===== config.mk =====
export PLATFORM = sky130hd
export DESIGN_NAME = sevenseg_mux_flat
export DESIGN_NICKNAME = d
export VERILOG_FILES = /design/src/rtl/sevenseg_mux_if.sv /design/src/rtl/sevenseg_mux.sv /design/src/flat_wrapper.sv
export SDC_FILE = /design/constraint.sdc
export NUM_CORES = 1
export LEC_CHECK = 0
export BUFFER_PORTS_ARGS = -buffer_cell sky130_fd_sc_hd__buf_4
export CORE_ASPECT_RATIO = 0.7
export CORE_UTILIZATION = 40
export DETAILED_ROUTE_END_ITERATION = 12
export GPL_TIMING_DRIVEN = 1
export PLACE_DENSITY = 0.63
export SLEW_MARGIN = 20
export SYNTH_ARGS = -nofsm -noshare
export SYNTH_HDL_FRONTEND = slang
export SYNTH_SLANG_ARGS = --single-unit

===== constraint.sdc =====
create_clock -name clk -period 5.1 [get_ports clk]
set_input_delay 0.765 -clock clk [delete_from_list [all_inputs] [get_ports clk]]
set_output_delay 0.765 -clock clk [all_outputs]
set_load 0.02 [all_outputs]

===== src/rtl/sevenseg_mux_if.sv =====
// Register-bus interface of the seven-segment controller: write strobe/address/data
// plus a registered read port.
interface sevenseg_mux_if #(
    parameter int DIGITS = 3
);
    localparam int AW = $clog2(DIGITS + 2);

    logic          wr_en;
    logic [AW-1:0] wr_addr;
    logic [7:0]    wr_data;
    logic [AW-1:0] rd_addr;
    logic [7:0]    rd_data;

    modport master (output wr_en, wr_addr, wr_data, rd_addr, input rd_data);
    modport slave  (input wr_en, wr_addr, wr_data, rd_addr, output rd_data);
endinterface


===== src/rtl/sevenseg_mux.sv =====
// Multiplexed N-digit seven-segment controller with per-digit hex decode, PWM
// brightness, register read-back and a once-per-scan frame pulse.
module sevenseg_mux #(
    parameter int DIGITS      = 3,
    parameter int CLK_HZ      = 100000000,
    parameter int SCAN_HZ     = 1000,
    parameter int PWM_BITS    = 4,
    parameter bit SEG_ACT_LOW = 1'b1,
    parameter bit EN_ACT_LOW  = 1'b1
) (
    input  logic              clk,
    input  logic              reset,
    sevenseg_mux_if.slave     bus,
    output logic [7:0]        ss,
    output logic [DIGITS-1:0] ssen,
    output logic              frame
);
    localparam int TICK_DIV = CLK_HZ / (SCAN_HZ * DIGITS);
    localparam int AW       = $clog2(DIGITS + 2);
    localparam int DW       = (TICK_DIV > 1) ? $clog2(TICK_DIV) : 1;
    localparam int IW       = (DIGITS > 1) ? $clog2(DIGITS) : 1;

    localparam logic [DW-1:0]       DIV_LAST = DW'(TICK_DIV - 1);
    localparam logic [IW-1:0]       IDX_LAST = IW'(DIGITS - 1);
    localparam logic [PWM_BITS-1:0] PWM_MAX  = {PWM_BITS{1'b1}};
    localparam logic [PWM_BITS-1:0] PWM_ONE  = PWM_BITS'(1);
    // Inactive levels; XOR with these also converts active-high patterns to pin polarity.
    localparam logic [7:0]        SEG_OFF = SEG_ACT_LOW ? 8'hFF : 8'h00;
    localparam logic [DIGITS-1:0] EN_OFF  = EN_ACT_LOW ? {DIGITS{1'b1}} : {DIGITS{1'b0}};

    logic [7:0]          digit_r [DIGITS];
    logic [DIGITS-1:0]   mask_r;
    logic [PWM_BITS-1:0] bright_r;
    logic [DW-1:0]       div_cnt_r;
    logic [IW-1:0]       idx_r;
    logic [PWM_BITS-1:0] pwm_cnt_r;
    logic                wrap_r;

    logic                tick_s;
    logic                lit_s;
    logic [7:0]          cur_data_s;
    logic                cur_hex_s;
    logic [DIGITS-1:0]   en_s;
    logic [7:0]          seg_s;
    logic [7:0]          rd_s;

    function automatic logic [6:0] hex7(input logic [3:0] v);
        case (v)
            4'h0:    hex7 = 7'h3F;
            4'h1:    hex7 = 7'h06;
            4'h2:    hex7 = 7'h5B;
            4'h3:    hex7 = 7'h4F;
            4'h4:    hex7 = 7'h66;
            4'h5:    hex7 = 7'h6D;
            4'h6:    hex7 = 7'h7D;
            4'h7:    hex7 = 7'h07;
            4'h8:    hex7 = 7'h7F;
            4'h9:    hex7 = 7'h6F;
            4'hA:    hex7 = 7'h77;
            4'hB:    hex7 = 7'h7C;
            4'hC:    hex7 = 7'h39;
            4'hD:    hex7 = 7'h5E;
            4'hE:    hex7 = 7'h79;
            4'hF:    hex7 = 7'h71;
            default: hex7 = 7'h00;
        endcase
    endfunction

    // Current-digit selection, segment source, PWM gate and read mux.
    always_comb begin
        tick_s     = (div_cnt_r == DIV_LAST);
        lit_s      = (bright_r == PWM_MAX) || (pwm_cnt_r < bright_r);
        cur_data_s = 8'h00;
        cur_hex_s  = 1'b0;
        en_s       = {DIGITS{1'b0}};
        rd_s       = 8'h00;
        for (int i = 0; i < DIGITS; i++) begin
            if (idx_r == IW'(i)) begin
                cur_data_s = digit_r[i];
                cur_hex_s  = mask_r[i];
                en_s[i]    = 1'b1;
            end else begin
                en_s[i]    = 1'b0;
            end
            if (bus.rd_addr == AW'(i)) begin
                rd_s = digit_r[i];
            end else begin
                rd_s = rd_s;
            end
        end
        if (bus.rd_addr == AW'(DIGITS)) begin
            rd_s = 8'(mask_r);
        end else if (bus.rd_addr == AW'(DIGITS + 1)) begin
            rd_s = 8'(bright_r);
        end else begin
            rd_s = rd_s;
        end
        if (cur_hex_s) begin
            seg_s = {cur_data_s[7], hex7(cur_data_s[3:0])};
        end else begin
            seg_s = cur_data_s;
        end
    end

    // Scan divider, digit index, PWM counter and register writes.
    always_ff @(posedge clk) begin
        if (reset) begin
            for (int i = 0; i < DIGITS; i++) begin
                digit_r[i] <= 8'h00;
            end
            mask_r    <= {DIGITS{1'b0}};
            bright_r  <= PWM_MAX;
            div_cnt_r <= {DW{1'b0}};
            idx_r     <= {IW{1'b0}};
            pwm_cnt_r <= {PWM_BITS{1'b0}};
            wrap_r    <= 1'b0;
        end else begin
            div_cnt_r <= tick_s ? {DW{1'b0}} : div_cnt_r + DW'(1);
            if (tick_s) begin
                idx_r <= (idx_r == IDX_LAST) ? {IW{1'b0}} : idx_r + IW'(1);
            end
            pwm_cnt_r <= pwm_cnt_r + PWM_ONE;
            wrap_r    <= tick_s && (idx_r == IDX_LAST);
            if (bus.wr_en) begin
                for (int i = 0; i < DIGITS; i++) begin
                    if (bus.wr_addr == AW'(i)) begin
                        digit_r[i] <= bus.wr_data;
                    end
                end
                if (bus.wr_addr == AW'(DIGITS)) begin
                    mask_r <= bus.wr_data[DIGITS-1:0];
                end
                if (bus.wr_addr == AW'(DIGITS + 1)) begin
                    bright_r <= bus.wr_data[PWM_BITS-1:0];
                end
            end
        end
    end

    // Registered pin drivers and read data; frame is delayed to line up with ssen.
    always_ff @(posedge clk) begin
        if (reset) begin
            ss          <= SEG_OFF;
            ssen        <= EN_OFF;
            frame       <= 1'b0;
            bus.rd_data <= 8'h00;
        end else begin
            frame       <= wrap_r;
            bus.rd_data <= rd_s;
            if (lit_s) begin
                ss   <= seg_s ^ SEG_OFF;
                ssen <= en_s ^ EN_OFF;
            end else begin
                ss   <= SEG_OFF;
                ssen <= EN_OFF;
            end
        end
    end
endmodule


===== src/flat_wrapper.sv =====
// flat-port wrapper written by rule: the top's interface ports become plain ports
module sevenseg_mux_flat 
#(
    parameter int DIGITS      = 3,
    parameter int CLK_HZ      = 100000000,
    parameter int SCAN_HZ     = 1000,
    parameter int PWM_BITS    = 4,
    parameter bit SEG_ACT_LOW = 1'b1,
    parameter bit EN_ACT_LOW  = 1'b1
)
  (clk, reset, ss, ssen, frame, bus_wr_en, bus_wr_addr, bus_wr_data, bus_rd_addr, bus_rd_data);
  sevenseg_mux_if #(.DIGITS(DIGITS)) bus_i ();
  input  logic clk;
  input  logic reset;
  output logic [7:0] ss;
  output logic [DIGITS-1:0] ssen;
  output logic frame;
  input wire logic [$bits(bus_i.wr_en)-1:0] bus_wr_en;
  input wire logic [$bits(bus_i.wr_addr)-1:0] bus_wr_addr;
  input wire logic [$bits(bus_i.wr_data)-1:0] bus_wr_data;
  input wire logic [$bits(bus_i.rd_addr)-1:0] bus_rd_addr;
  output wire logic [$bits(bus_i.rd_data)-1:0] bus_rd_data;
  assign bus_i.wr_en = bus_wr_en;
  assign bus_i.wr_addr = bus_wr_addr;
  assign bus_i.wr_data = bus_wr_data;
  assign bus_i.rd_addr = bus_rd_addr;
  assign bus_rd_data = bus_i.rd_data;
  sevenseg_mux #(.DIGITS(DIGITS), .CLK_HZ(CLK_HZ), .SCAN_HZ(SCAN_HZ), .PWM_BITS(PWM_BITS), .SEG_ACT_LOW(SEG_ACT_LOW), .EN_ACT_LOW(EN_ACT_LOW)) u_core (.clk(clk), .reset(reset), .bus(bus_i), .ss(ss), .ssen(ssen), .frame(frame));
endmodule

==> flow_metrics.py, run 1 <==
metrics = {
    "clocking": {
        "cts_root_buffer": "clkbuf_16",
        "cts_hold_buf": 0,
        "path_clk_slew_ps": 60,
        "cts_buffer_depth": 2,
        "clk_latency_ps": 340,
        "clkSinkCount": 74,
        "cts.repair.resized": 0,
        "cts_tree": "built",
        "htreeDepth": 3,
        "post_cts_buffers": 0,
        "cts_buffers": 9,
    },
    "yosys": {
        "synth_adder_area_share_pct": 3.23,
        "syn_nets": 350,
        "yosys_warnings": 0,
        "ys_seq_elements": 74,
        "synth_xor_area_share_pct": 4.62,
        "synth_compound_area_share_pct": 14.2,
        "synthDistinctLibCells": 52,
        "syn_area_um2": 3410,
        "syn_avg_cell_area_um2": 10.5,
        "synth_edf_count": 24,
        "synth-simple-area-share_pct": 17.8,
        "synth_top_family_by_area": "simple AND/OR/NAND/NOR gates",
        "seq_area_frac_synth_pct": 50.5,
        "synthArstFlopShare_pct": 0,
        "synth.area.mux_share_pct": 6.17,
        "synth_cells": 325,
        "synthFlopType": "dfxtp_1",
    },
    "pwr": {
        "power_mw": 1.41,
        "power.leakage_nw": 1.60,
        "cellPowerDensity_nw_per_um2": 350,
        "vdd_drop_max_mv": 0.154,
    },
    "placement": {
        "port_buffers": 36,
        "place_ws_ps": 2870,
        "gp_congestion": 0.814,
        "dpl.hpwl_um": 5230,
        "placed_cell_area_um2": 3740,
    },
    "die": {
        "die_w_um": 112,
        "die-area_um2": 8900,
        "ios": 37,
        "fp-row-count": 27,
        "die_y_um": 79.2,
        "initial_core_util_pct": 42.2,
        "coreArea_um2": 8070,
    },
    "cells_and_area": {
        "nFillCells": 747,
        "fin_area_um2": 4040,
        "fin_util_pct": 50.0,
        "drive_gt1_share_pct": 17.6,
        "multiInputGateArea_um2": 1570,
        "final_nets": 384,
        "insertedDiodeCount": 0,
        "final_common_cell": "dfxtp_1",
        "syn_to_final_growth_pct": 18.4,
        "layout_common_cells": "50 x dfxtp_1, 45 x nor2_1, 37 x buf_4",
        "register_area_um2": 1720,
    },
    "routing": {
        "top_layer": "met4",
        "wl_met3_um": 436,
        "drt-met1-wl_um": 3700,
        "post_drt_wl_per_cell_um": 15.6,
        "via_per_inst": 5.39,
        "num_vias": 2508,
        "first_iter_violations": 150,
        "dr.pass1.iters": 8,
        "drc": 1,
        "ant_nets": 0,
        "wirelength_um": 7260,
        "route.met2.wl_um": 3000,
    },
    "timing": {
        "fin_tns_setup_ps": 0,
        "grt_setup_unrepaired": "no",
        "timing.final.hold_violations": 0,
        "slew_headroom_pct": 56.0,
        "maxSlewViolCount": 0,
        "fin_crit_ps": 2250,
        "finalClockSkew_ps": 5.05,
        "finalSetupViolations": 0,
        "fmax_mhz": 445,
        "finalWorstSetupSlack_ps": 2850,
        "period_share_pct": 44.0,
        "worst_pin_slew_ps": 658,
    },
    "min_path": {
        "hp-class": "reg2reg",
        "min-delay-start": "u_core.wrap_r",
    },
    "global_routing": {
        "grt.total_usage_pct": 17.9,
        "grt_max_degree": 30,
        "grt_pass1_wl_um": 11800,
        "antenna_found_initial": 0,
        "grt_overflow_total": 0,
        "grt_pass1_vias": 2283,
    },
    "setup_path": {
        "path_cells": "and2b_4 -> a2bb2oi_2 -> nor2_1 -> a221oi_1 -> o21ai_1",
        "crit_required_ps": 5300,
        "crit_type": "reg2reg",
        "cp-startpoint": "u_core.idx_r[1]",
        "worstPathArrival_ps": 2450,
        "reg2reg_from": "u_core.idx_r[1]",
        "start_kind": "flip-flop",
        "endpoint_kind": "flip-flop",
        "cp_max_fo": 15,
        "slowest_delay_ps": 720,
        "slowest_stage": "dfxtp_1",
    },
    "outcome": {
        "status": "finished with violations",
        "violations": "DRC",
    },
    "job": {
        "drv_cap": 0,
    },
}
power breakdown:
group          switching [mW]  total [mW]  leakage, nW  internal (mW)
registers              0.0195       0.658        0.641          0.638
logic                  0.0772       0.133        0.813         0.0561
clock network           0.245       0.622        0.145          0.377
layout make-up:
cell class | instances | area share [%]
clock buffer | 9 | 5.58
clock inverter | 7 | 1.74
inverter | 12 | 1.18
multi-input combinational | 225 | 38.8
sequential | 74 | 42.7
tap | 101 | 3.13
timing repair buffer | 37 | 6.88
logic make-up after synthesis:
group | after synthesis
AO/OA/AOI/OAI | 58
multiplexers | 21
XOR/XNOR | 18
adder cells (fa/ha/maj) | 9
flip-flops | 74
buffers and inverters | 26
AND/OR/NAND/NOR | 119
stage by stage:
step                cells  hold slack (ps)
floorplan             325              414
global placement      449              435
detailed placement    449              429
CTS                   465              461
global route          465              471
finish                465              455
flip-flops by register name, summed over array words and instances, names as in the netlist:
signal and count:
u_core.bright_r 4, u_core.bus.rd_data 8, u_core.digit_r 24, u_core.div_cnt_r 16
u_core.frame 1, u_core.idx_r 2, u_core.mask_r 3, u_core.pwm_cnt_r 4
u_core.ss 8, u_core.ssen 3, u_core.wrap_r 1
worst paths after layout:
kind | slack (ps) | end | depth (start not counted)
hold / removal | 450 | u_core.frame | 1
setup reg to reg | 2850 | u_core.ss[5] | 5
setup / recovery | 2850 | u_core.ss[5] | 5
hold reg to reg | 450 | u_core.frame | 1
critical path, delay by kind of cell, from the launching register on:
kind,cells,cell delay [ps]
AO/OA/AOI/OAI,3,900
flip-flops,1,720
AND/OR/NAND/NOR,2,490
synth_stat cells, types with 4 or more instances:
| cell | number | area share [%] |
|---|---|---|
| ha_1 | 8 | 2.9 |
| a211o_1 | 5 | 1.3 |
| nor2_1 | 45 | 5.0 |
| and2_1 | 9 | 1.7 |
| xor2_1 | 11 | 2.8 |
| inv_1 | 10 | 1.1 |
| nor3_1 | 8 | 1.2 |
| xnor2_1 | 7 | 1.8 |
| buf_2 | 4 | 0.59 |
| dfxtp_1 | 50 | 29 |
| edfxtp_1 | 24 | 21 |
| a21oi_1 | 8 | 1.2 |
| nand4_1 | 5 | 0.92 |
| clkbuf_1 | 7 | 0.77 |
| nand2_1 | 17 | 1.9 |
| mux2i_1 | 21 | 6.2 |
| nand3_1 | 8 | 1.2 |
| o21ai_0 | 5 | 0.73 |
| nor2b_1 | 6 | 1.1 |
| a22oi_1 | 7 | 1.5 |
| nor3b_1 | 5 | 1.1 |
| o2bb2ai_1 | 4 | 1.0 |
| and4_1 | 5 | 1.3 |
metal layers:
layer  global-route usage, %  up-vias
met2                    24.3       60
met4                    8.40        0
met3                    5.80       10
li1                        -     1247
met1                    25.3     1191
met5                       0        -
Power figures use the tool's default switching activity.
==> inputs of run 2 (changes only) <==
Settings changed: ABC_AREA set to 1.
Clock period 5.1 ns to 2.3 ns, I/O delays scaled along.
==> flow_metrics.py, run 2 <==
metrics = {
    "global_routing": {
        "grt_pass1_wl_um": 12700,
        "top_usage_layer": "met1",
        "grt_pass1_vias": 2583,
        "grt_overflow_total": 0,
        "use_met3_pct": 3.85,
        "grt_max_degree": 16,
        "antenna_found_initial": 0,
        "met2_usage_pct": 26.1,
        "grt.total_usage_pct": 18.3,
        "globalRouteMet1Util_pct": 27.2,
    },
    "die": {
        "coreArea_um2": 8510,
        "die_y_um": 80.6,
        "ios": 37,
        "die-area_um2": 9210,
        "initial_core_util_pct": 41.5,
        "fp-row-count": 28,
        "die_w_um": 114,
    },
    "pwr": {
        "vdd_drop_max_mv": 0.391,
        "power.leakage_nw": 1.87,
        "cellPowerDensity_nw_per_um2": 732,
    },
    "timing": {
        "finalClockSkew_ps": 8.66,
        "fmax_mhz": 539,
        "slew_headroom_pct": 63.1,
        "finalSetupViolations": 0,
        "fin_tns_setup_ps": 0,
        "maxSlewViolCount": 0,
        "period_share_pct": 80.7,
        "fin_crit_ps": 1860,
        "grt_setup_unrepaired": "no",
        "worst_pin_slew_ps": 552,
        "finalWorstSetupSlack_ps": 444,
        "timing.final.hold_violations": 0,
    },
    "cells_and_area": {
        "largest_reg_flops": 24,
        "syn_to_final_growth_pct": 19.0,
        "insertedDiodeCount": 0,
        "final_nets": 489,
        "layout_common_cells": "84 x nand2_1, 60 x inv_1, 50 x dfxtp_1",
        "fin_util_pct": 49.4,
        "top_regs": "u_core.digit_r x24, u_core.div_cnt_r x16",
        "final_common_cell": "nand2_1",
        "drive_gt1_share_pct": 19.6,
        "nFillCells": 823,
        "regMostFlops": "u_core.digit_r",
    },
    "setup_path": {
        "endpoint_kind": "flip-flop",
        "start_kind": "flip-flop",
        "cp_max_fo": 9,
        "slowest_stage": "dfxtp_1",
        "worstPathArrival_ps": 2130,
        "path_cells": "inv_4 -> nand3_1 -> nand3_4 -> inv_1 -> ha_1 -> nor3_1 -> o21ai_1 -> nand2_1",
        "crit_type": "reg2reg",
        "slowest_delay_ps": 670,
        "crit_required_ps": 2580,
    },
    "yosys": {
        "yosys_warnings": 0,
        "synth_top_area_share_pct": 28.3,
        "synth_cells": 421,
        "yosysMostFrequentCell": "nand2_1",
        "seq_area_frac_synth_pct": 48.8,
        "syn_area_um2": 3530,
        "netlist_top_cells_area": "dfxtp_1 28%, edfxtp_1 20%, nand2_1 8.9%",
        "syn_avg_cell_area_um2": 8.39,
        "synthTopCellsByCount": "84 x nand2_1, 60 x inv_1, 50 x dfxtp_1",
        "synth_top_area_cell": "dfxtp_1",
        "synthDistinctLibCells": 35,
        "synthArstFlopShare_pct": 0,
        "synth_edf_count": 24,
        "synthFlopType": "dfxtp_1",
        "syn_nets": 446,
        "ys_seq_elements": 74,
    },
    "routing": {
        "post_drt_wl_per_cell_um": 13.1,
        "first_iter_violations": 283,
        "wirelength_um": 7730,
        "via_per_inst": 4.84,
        "num_vias": 2848,
        "dr.pass1.iters": 5,
        "drc": 0,
        "ant_nets": 0,
    },
    "outcome": {
        "status": "complete, no violations",
    },
    "placement": {
        "dpl.hpwl_um": 5870,
        "gp_congestion": 0.887,
        "port_buffers": 36,
        "place_ws_ps": 462,
    },
    "clocking": {
        "clkSinkCount": 74,
        "htreeDepth": 3,
        "cts_buffer_depth": 2,
        "cts.repair.resized": 0,
        "cts_root_buffer": "clkbuf_16",
        "cts_buffers": 9,
        "cts_hold_buf": 0,
        "cts_tree": "built",
        "post_cts_buffers": 0,
        "path_clk_slew_ps": 60,
        "clk_latency_ps": 330,
    },
    "job": {
        "drv_cap": 0,
    },
    "min_path": {
        "hp-class": "in2reg",
    },
}
## run 2: metrics by stage
step | area [µm²] | instances | total power, mW | hold WS [ps]
after floorplan | 3530 | 421 | 1.65 | 388
after global placement | 3920 | 573 | 1.77 | 394
after detailed placement | 3920 | 573 | 1.77 | 393
after CTS | 4200 | 589 | 3.10 | 222
after global routing | 4200 | 589 | 3.20 | 229
final | 4200 | 589 | 3.08 | 228
## run 2: worst paths after layout
check                        from                  end  slack [ps]  depth (start not counted)
setup / recovery  u_core.idx_r[1]         u_core.ss[1]         440                          8
hold / removal              reset  u_core.pwm_cnt_r[0]         230                          2
setup reg to reg  u_core.idx_r[1]         u_core.ss[1]         440                          8
hold reg to reg     u_core.wrap_r         u_core.frame         400                          2
## run 2: cell type report
class	instances	area, µm²	share of cell area [%]
Clock buffer	9	225	5.36
Multi-Input combinational cell	273	1500	35.7
Inverter	68	258	6.13
Tap cell	120	150	3.57
Timing Repair Buffer	38	285	6.79
Clock inverter	7	61.3	1.46
Sequential cell	74	1720	41.0
## run 2: power breakdown
group	internal, mW	switching, mW
clock network	0.749	0.579
registers	1.42	0.0484
logic	0.108	0.175
total	2.27	0.803
## run 2: kinds of logic (layout without fill, tap and decap cells)
kind of cell | Yosys count | in the layout | share of synthesized area, %
and+or+nand+nor | 194 | 194 | 27.7
AOI/OAI and AO/OA | 65 | 65 | 10.4
xor gates and xnor gates | 6 | 6 | 1.49
DFF | 74 | 74 | 48.8
buffers and inverters | 74 | 122 | 8.75
adders and majority gates | 8 | 8 | 2.83
## run 2: critical path: cells and delay by family, from the launching register on
kind	cells	cell delay, ps
AO/OA/AOI/OAI	1	90
adder cells (fa/ha/maj)	1	260
buffers and inverters	2	260
flip-flops	1	670
AND/OR/NAND/NOR	4	500
## run 2: metal layers
metal / up-vias / part of all wire (%) / wire (µm)
met1: 1285 / 54 / 4180
li1: 1473 / - / -
met5: - / 0 / 0
met3: 7 / 4.8 / 373
met4: 0 / 1.0 / 80
met2: 83 / 40 / 3100
